==> src/rtl/bnn_neuron_seq.sv <==
// bnn_neuron_seq
// Sequencer for a binarized-neuron accumulate ALU. For each of N_NEU neurons
// it reads N_IN x/w bit pairs, steers an external add1/sub1 ALU with
// x XOR w, keeps the running sum in a signed accumulator, and writes one
// sign-activated output bit per neuron.
//
// Ports:
//   clk, rst_n            clock, asynchronous active-low reset
//   start, abort          pass request (IDLE only), synchronous abort
//   busy, done            pass in progress, one-cycle completion pulse
//   x_addr / x_rd_data    x bit memory, 1-cycle read latency
//   w_addr / w_rd_data    w bit memory, 1-cycle read latency
//   alu_op, alu_a_lsb,    ALU controls: 0 = add1, 1 = sub1; increment bit;
//   alu_b, alu_out        operand (accumulator) and result
//   y_we, y_addr, y_data  output bit buffer write port
//
// state | meaning
// ------+--------------------------------------------------------------
// IDLE  | waiting for start
// RUN   | issuing one x/w address pair per cycle for neuron n
// DRAIN | accumulating the last pair whose data is now on the bus
// WRITE | y_we high with the sign of the finished sum; next neuron or DONE
// DONE  | one-cycle done pulse, then IDLE
module bnn_neuron_seq #(
    parameter int N_IN  = 4,
    parameter int N_NEU = 2,
    parameter int ACC_W = 12,
    parameter int XA_W  = 2,
    parameter int WA_W  = 3,
    parameter int YA_W  = 1
) (
    input  logic             clk,
    input  logic             rst_n,
    input  logic             start,
    input  logic             abort,
    output logic             busy,
    output logic             done,
    output logic [XA_W-1:0]  x_addr,
    input  logic             x_rd_data,
    output logic [WA_W-1:0]  w_addr,
    input  logic             w_rd_data,
    output logic             alu_op,
    output logic             alu_a_lsb,
    output logic [ACC_W-1:0] alu_b,
    input  logic [ACC_W-1:0] alu_out,
    output logic             y_we,
    output logic [YA_W-1:0]  y_addr,
    output logic             y_data
);

    typedef enum logic [2:0] {
        S_IDLE,
        S_RUN,
        S_DRAIN,
        S_WRITE,
        S_DONE
    } state_t;

    localparam logic [XA_W-1:0] I_LAST = XA_W'(N_IN - 1);
    localparam logic [YA_W-1:0] N_LAST = YA_W'(N_NEU - 1);

    state_t           state;
    logic [XA_W-1:0]  i_cnt;
    logic [WA_W-1:0]  w_ptr;
    logic [YA_W-1:0]  n_cnt;
    logic             vld;
    logic [ACC_W-1:0] acc;

    // w_ptr runs continuously across neurons, so it always equals n*N_IN + i
    // without a multiplier.
    assign x_addr    = i_cnt;
    assign w_addr    = w_ptr;
    assign alu_b     = acc;
    assign alu_a_lsb = vld;
    // Gated with vld so the op is quiet while no valid data is on the bus.
    assign alu_op    = vld & (x_rd_data ^ w_rd_data);

    always_ff @(posedge clk or negedge rst_n) begin
        if (!rst_n) begin
            state  <= S_IDLE;
            i_cnt  <= '0;
            w_ptr  <= '0;
            n_cnt  <= '0;
            vld    <= 1'b0;
            acc    <= '0;
            busy   <= 1'b0;
            done   <= 1'b0;
            y_we   <= 1'b0;
            y_addr <= '0;
            y_data <= 1'b0;
        end else if (abort) begin
            state <= S_IDLE;
            i_cnt <= '0;
            w_ptr <= '0;
            n_cnt <= '0;
            vld   <= 1'b0;
            acc   <= '0;
            busy  <= 1'b0;
            done  <= 1'b0;
            y_we  <= 1'b0;
        end else begin
            done <= 1'b0;
            y_we <= 1'b0;
            if (vld) begin
                acc <= alu_out;
            end
            case (state)
                S_IDLE: begin
                    if (start) begin
                        i_cnt <= '0;
                        w_ptr <= '0;
                        n_cnt <= '0;
                        acc   <= '0;
                        busy  <= 1'b1;
                        state <= S_RUN;
                    end
                end
                S_RUN: begin
                    vld <= 1'b1;
                    if (i_cnt == I_LAST) begin
                        // i holds at the last index rather than wrapping;
                        // WRITE brings it back to 0.
                        if (n_cnt != N_LAST) begin
                            w_ptr <= w_ptr + WA_W'(1);
                        end
                        state <= S_DRAIN;
                    end else begin
                        i_cnt <= i_cnt + XA_W'(1);
                        w_ptr <= w_ptr + WA_W'(1);
                    end
                end
                S_DRAIN: begin
                    vld    <= 1'b0;
                    y_we   <= 1'b1;
                    y_addr <= n_cnt;
                    // alu_out is the final sum being loaded into acc this edge.
                    y_data <= ~alu_out[ACC_W-1];
                    state  <= S_WRITE;
                end
                S_WRITE: begin
                    acc   <= '0;
                    i_cnt <= '0;
                    if (n_cnt == N_LAST) begin
                        n_cnt <= '0;
                        w_ptr <= '0;
                        busy  <= 1'b0;
                        done  <= 1'b1;
                        state <= S_DONE;
                    end else begin
                        n_cnt <= n_cnt + YA_W'(1);
                        state <= S_RUN;
                    end
                end
                S_DONE: begin
                    state <= S_IDLE;
                end
                default: begin
                    state <= S_IDLE;
                end
            endcase
        end
    end

endmodule
==> config.mk <==
export PLATFORM = sky130hd
export DESIGN_NAME = bnn_neuron_seq
export DESIGN_NICKNAME = d
export VERILOG_FILES = /design/src/rtl/bnn_neuron_seq.sv
export SDC_FILE = /design/constraint.sdc
export NUM_CORES = 1
export LEC_CHECK = 0
export ABC_AREA = 0
export CORE_AREA = 2 2 48 67
export CTS_CLUSTER_DIAMETER = 30
export CTS_CLUSTER_SIZE = 40
export DETAILED_ROUTE_END_ITERATION = 10
export DIE_AREA = 0 0 50 69
export GPL_TIMING_DRIVEN = 0
export PLACE_DENSITY = 0.8
export SLEW_MARGIN = 5
export SYNTH_ARGS = -nofsm -noshare
export SYNTH_HDL_FRONTEND = slang
export SYNTH_SLANG_ARGS = --single-unit
==> constraint.sdc <==
create_clock -name clk -period 2.5 [get_ports clk]
set_input_delay 0.375 -clock clk [delete_from_list [all_inputs] [get_ports clk]]
set_output_delay 0.375 -clock clk [all_outputs]
set_load 0.01 [all_outputs]
; Word level (Yosys, flattened, before mapping)
; Cells that the tools add are included.
[word_totals]
in_bits = 18
n_memories = 0
ff_bits = 27
romBits = 0
ramBits = 0
latch_bits = 0
[op_classes]
n_eq_ne = 9
bitwise = 4
mux = 34
order_cmp = 0
shifts = 0
n_div = 0
n_reduce_logical = 10
n_addsub = 3
n_mul = 0
[ops]
columns = operator, n
row1 = 12-bit 2-to-1 mux, 3
row2 = 3-bit 2-to-1 mux, 9
row3 = 12-bit case mux with 2 select lines, 1
row4 = 1-bit 2-to-1 mux, 12
row5 = "3-bit != test, second input constant", 4
row6 = 3-bit case mux with 4 select lines, 1
row7 = 3-bit case mux with 3 select lines, 1
row8 = "3-bit by 2-bit equality test with 1-bit output, second input constant", 2
row9 = 2-bit 2-to-1 mux, 3
row10 = 1-bit case mux with 2 select lines, 3
row11 = 2-bit case mux with 3 select lines, 1
row12 = 2-bit AND reduction, 3
row13 = 3-bit AND reduction, 2
row14 = 3-bit nonzero test, 2
row15 = "4-bit != test, second input constant", 1
row16 = 4-bit AND reduction, 1
row17 = 4-bit nonzero test, 1
row18 = "3-bit by 1-bit adder with 3-bit output, second input constant", 1
row19 = "3-bit by 1-bit equality test with 1-bit output, second input constant", 1
row20 = 3-bit logical NOT, 1
row21 = "2-bit by 1-bit adder with 2-bit output, second input constant", 1
row22 = "2-bit equality test, second input constant", 1
row23 = 1-bit NOT, 2
row24 = "1-bit adder, second input constant", 1
row25 = 2 further kinds, 2

; Longest topological paths before layout
[depth]
word_depth = 5
depth_mapped = 5
mapped_depth_nobuf = 4

; Worst setup path before layout
; OpenSTA, ideal clock, no wires.
[synth_timing]
path_type = register to output
from = reg vld, in the netlist alu_a_lsb
to = out alu_op
slack_ns = 1.118
stages_incl_launch_ff = 4
arrival_ns = 1.007
t_required_ns = 2.125
path_cell_list = dfrtp_1 > buf_2 > buf_2 > and2_1
[synth_between]
elab_chain_cells = 1
[synth_rtl]
columns = item, line_no
row1 = start: declaration, 66  ; logic vld;
row2 = start signal: assignment, 84  ; vld <= 1'b0;
row3 = start signal: assignment, 96  ; vld <= 1'b0;
row4 = start signal: assignment, 119  ; vld <= 1'b1;
row5 = 1-bit AND, 76  ; assign alu_op = vld & (x_rd_data ^ w_rd_data);
row6 = end: declaration, 42  ; output logic alu_op,
; Every way passes these cells.

; Final worst setup path
; Same ends and word-level chain as after synthesis.

==> metrics.md <==
| Metric | Value |
|---|---|
| Largest area contributor in the netlist | `dfrtp_1` |
| Post-Syn Area | `0.00133 mm²` |
| Slowest CP cell | `clkdlybuf4s50_1` |
| Predominant post-synthesis flop cell | `dfrtp_1` |
| Largest net degree at the start of global routing | `28` |
| Clk sinks | `27` |
| DPL Wire Length | `2220 µm` |
| GRT Overall Usage | `17.6%` |
| Synth top area share | `50.8%` |
| Initial DRC count | `34` |
| CTS Buffer Depth | `2` |
| First-pass iteration count of the detailed router | `4` |
| CP startpoint kind | `register` |
| Max-slew violation count | `0` |
| Fin crit share | `86.7%` |
| DRC violations left | `0` |
| Initial Util | `46.7%` |
| Max cap viols | `0` |
| Final number of setup-violating endpoints | `0` |
| Critical Path AT | `1.79 ns` |
| Initial antenna violation count | `0` |
| Dominant cells by area after synthesis | `dfrtp_1 51%, mux2i_1 11%, nor3_1 6.4%` |
| Most common cell in the netlist | `dfrtp_1` |
| # nets final | `189` |
| Final setup margin | `0.332 ns` |
| H-tree depth | `1` |
| Reg2Reg Depth | `4` |
| Fmax | `461 MHz` |
| Unrepaired setup endpoints after global routing | `false` |
| Synth cell count leaders | `27 x dfrtp_1, 17 x nor3_1, 15 x mux2i_1` |
| WL final | `2810 µm` |
| Post-CTS setup buffers | `0` |
| Lkg Pwr | `0.781 nW` |
| Die area | `0.00345 mm²` |
| R2r setup slk | `1.01 ns` |
| Final min period | `2.17 ns` |
| Finished Layout Cells | `205` |
| Met3 wire len | `119 µm` |
| Number of flops mapped to enable cells by yosys | `0` |
| WL per Instance | `13.7 µm` |
| Worst-path maximum fanout | `10` |
| Die X | `50 µm` |
| Hold-fix buffers, CTS | `0` |
| Avg Cell Area, Syn | `10.8 µm²` |
| Highest Signal Layer | `met4` |
| Worst Max-Slew Pin Slew | `0.576 ns` |
| GRT Residual Overflow | `0` |
| Async SR Flop Fraction | `100%` |
| Final instance area | `0.00183 mm²` |
| Gpl congestion | `0.836` |
| Detailed-route via count | `1092` |
| Clock latency on the worst-skew pair | `0.26 ns` |
| Synth-to-layout area growth | `37.3%` |
| Clock tree root driver cell | `clkbuf_8` |
| First-pass GRT wire length | `4940 µm` |
| Synth Warn # | `0` |
| Routed vias/inst | `5.33` |
| CP Class | `register to primary output` |
| I/O Buffers | `41` |
| WL met1 | `1180 µm` |
| Post-cts resize count | `0` |
| Cell count after synthesis | `123` |
| Top cell by count, worst path | `buf_2` |
| CTS clk-pin slew, worst paths | `0.08 ns` |
| CTS tree | `built` |
| Setup WS pre-CTS | `0.465 ns` |
| PwrDens | `468 mW/mm²` |
| Hold crit path type | `input pin to async pin` |
| Io pins | `42` |
| Fin. Hold Viols | `0` |
| Post-route ant nets | `0` |
| Distinct cells, synth | `37` |
| Biggest cell delay along the critical path | `0.52 ns` |
| Setup crit end kind | `primary output` |
| Worst clock skew | `0.00435 ns` |
| Worst EP required | `2.12 ns` |
| FF+latch count, synth | `27` |
| Vias in the first global route | `1066` |
| Total negative slack | `0 ns` |
| Die height | `69 µm` |
| Antenna diodes | `0` |
| Status | `finished, final reports clean` |
| Total CTS buffers | `3` |
| Layout cells sized above 1 | `11.9%` |
| Peak VDD IR | `0.000268 V` |
| Syn nets | `143` |
| Worst path cell trace | `buf_2 -> buf_2 -> and2_1 -> clkdlybuf4s50_1` |
| Row count | `23` |
| Dpl cells | `201` |
| Area after DPL | `0.00179 mm²` |
| Core area | `0.00285 mm²` |
| Slew margin rel. | `61.6%` |
| Seq/Total Area, Yosys | `50.8%` |
| Met2 WL post-DR | `1480 µm` |
path summary, 6_finish.rpt:
path | from | to
worst max-delay path | alu_a_lsb$_DFFE_PN0P_ | alu_op
worst min-delay path | rst_n | alu_b[6]$_DFF_PN0_
worst max register to register | x_addr[0]$_DFFE_PN0P_ | w_addr[0]$_DFFE_PN0P_
worst min register to register | y_addr$_DFFE_PN0P_ | y_addr$_DFFE_PN0P_
max in group asynchronous | rst_n | x_addr[1]$_DFFE_PN0P_
min in group clk | y_addr$_DFFE_PN0P_ | y_addr$_DFFE_PN0P_
worst max-delay path: cells and delay by family (launching register included):
kind,cells,cell delay (ns)
AND/OR/NAND/NOR,1,0.17
flip-flops,1,0.34
buffers and inverters,3,1.02
report_power, final:
part	internal, mW	switching [mW]
sequential	0.453	0.00975
clock	0.113	0.114
combinational	0.0892	0.0757
total	0.656	0.200
per-layer routing:
| metal | GRT usage, % | vias to the layer above |
|---|---|---|
| li1 | - | 531 |
| met2 | 31.1 | 35 |
| met3 | 2.16 | 4 |
| met5 | 0 | - |
| met1 | 22.5 | 522 |
| met4 | 3.70 | 0 |
metrics by stage:
step | utilization (%) | power [mW] | hold WS, ns
after floorplan | - | 0.552 | 0.0794
after global placement | 62.8 | 0.634 | 0.491
after detailed placement | 62.8 | 0.639 | 0.499
after CTS | 64.3 | 0.870 | 0.520
after global routing | 64.2 | 0.904 | 0.159
final | 64.2 | 0.855 | 0.102
cells by family (layout without fill, tap and decap cells):
family,after synthesis,in the layout,synth area share (%)
mux,16,16,12.1
compound gates,17,17,9.12
flops,27,27,50.8
buf+inv,13,58,5.36
fa+ha+maj,2,2,1.88
xor+xnor,1,1,0.658
simple gates,47,47,20.1
state kept, by name (all words and copies together), names as in the netlist:
name,flops
busy,1
state,3
n_cnt,1
y_data,1
alu_b,12
y_addr,1
alu_a_lsb,1
w_addr,3
x_addr,2
y_we,1
done,1
final cells by class:
type	instances	area (µm²)
Clock buffer	4	45.0
Buffer	10	60.1
Multi-Input combinational cell	83	584
Tap cell	37	46.3
Timing Repair Buffer	41	405
Sequential cell	27	676
Inverter	3	11.3
Fill cell	239	1020
layout by cell type (no fill, tap or decap), types with 2 or more instances in the layout:
cell type,n
clkbuf_8,3
nor2_1,2
o21ai_0,2
nand3_1,3
nor4_1,2
buf_4,2
nand2_1,9
buf_2,7
a21oi_1,5
clkdlybuf4s50_1,40
nand2b_1,3
nor2b_1,3
inv_1,3
ha_1,2
dfrtp_1,27
nor3_1,17
mux2i_1,15
(Power assumes the default switching activity.)
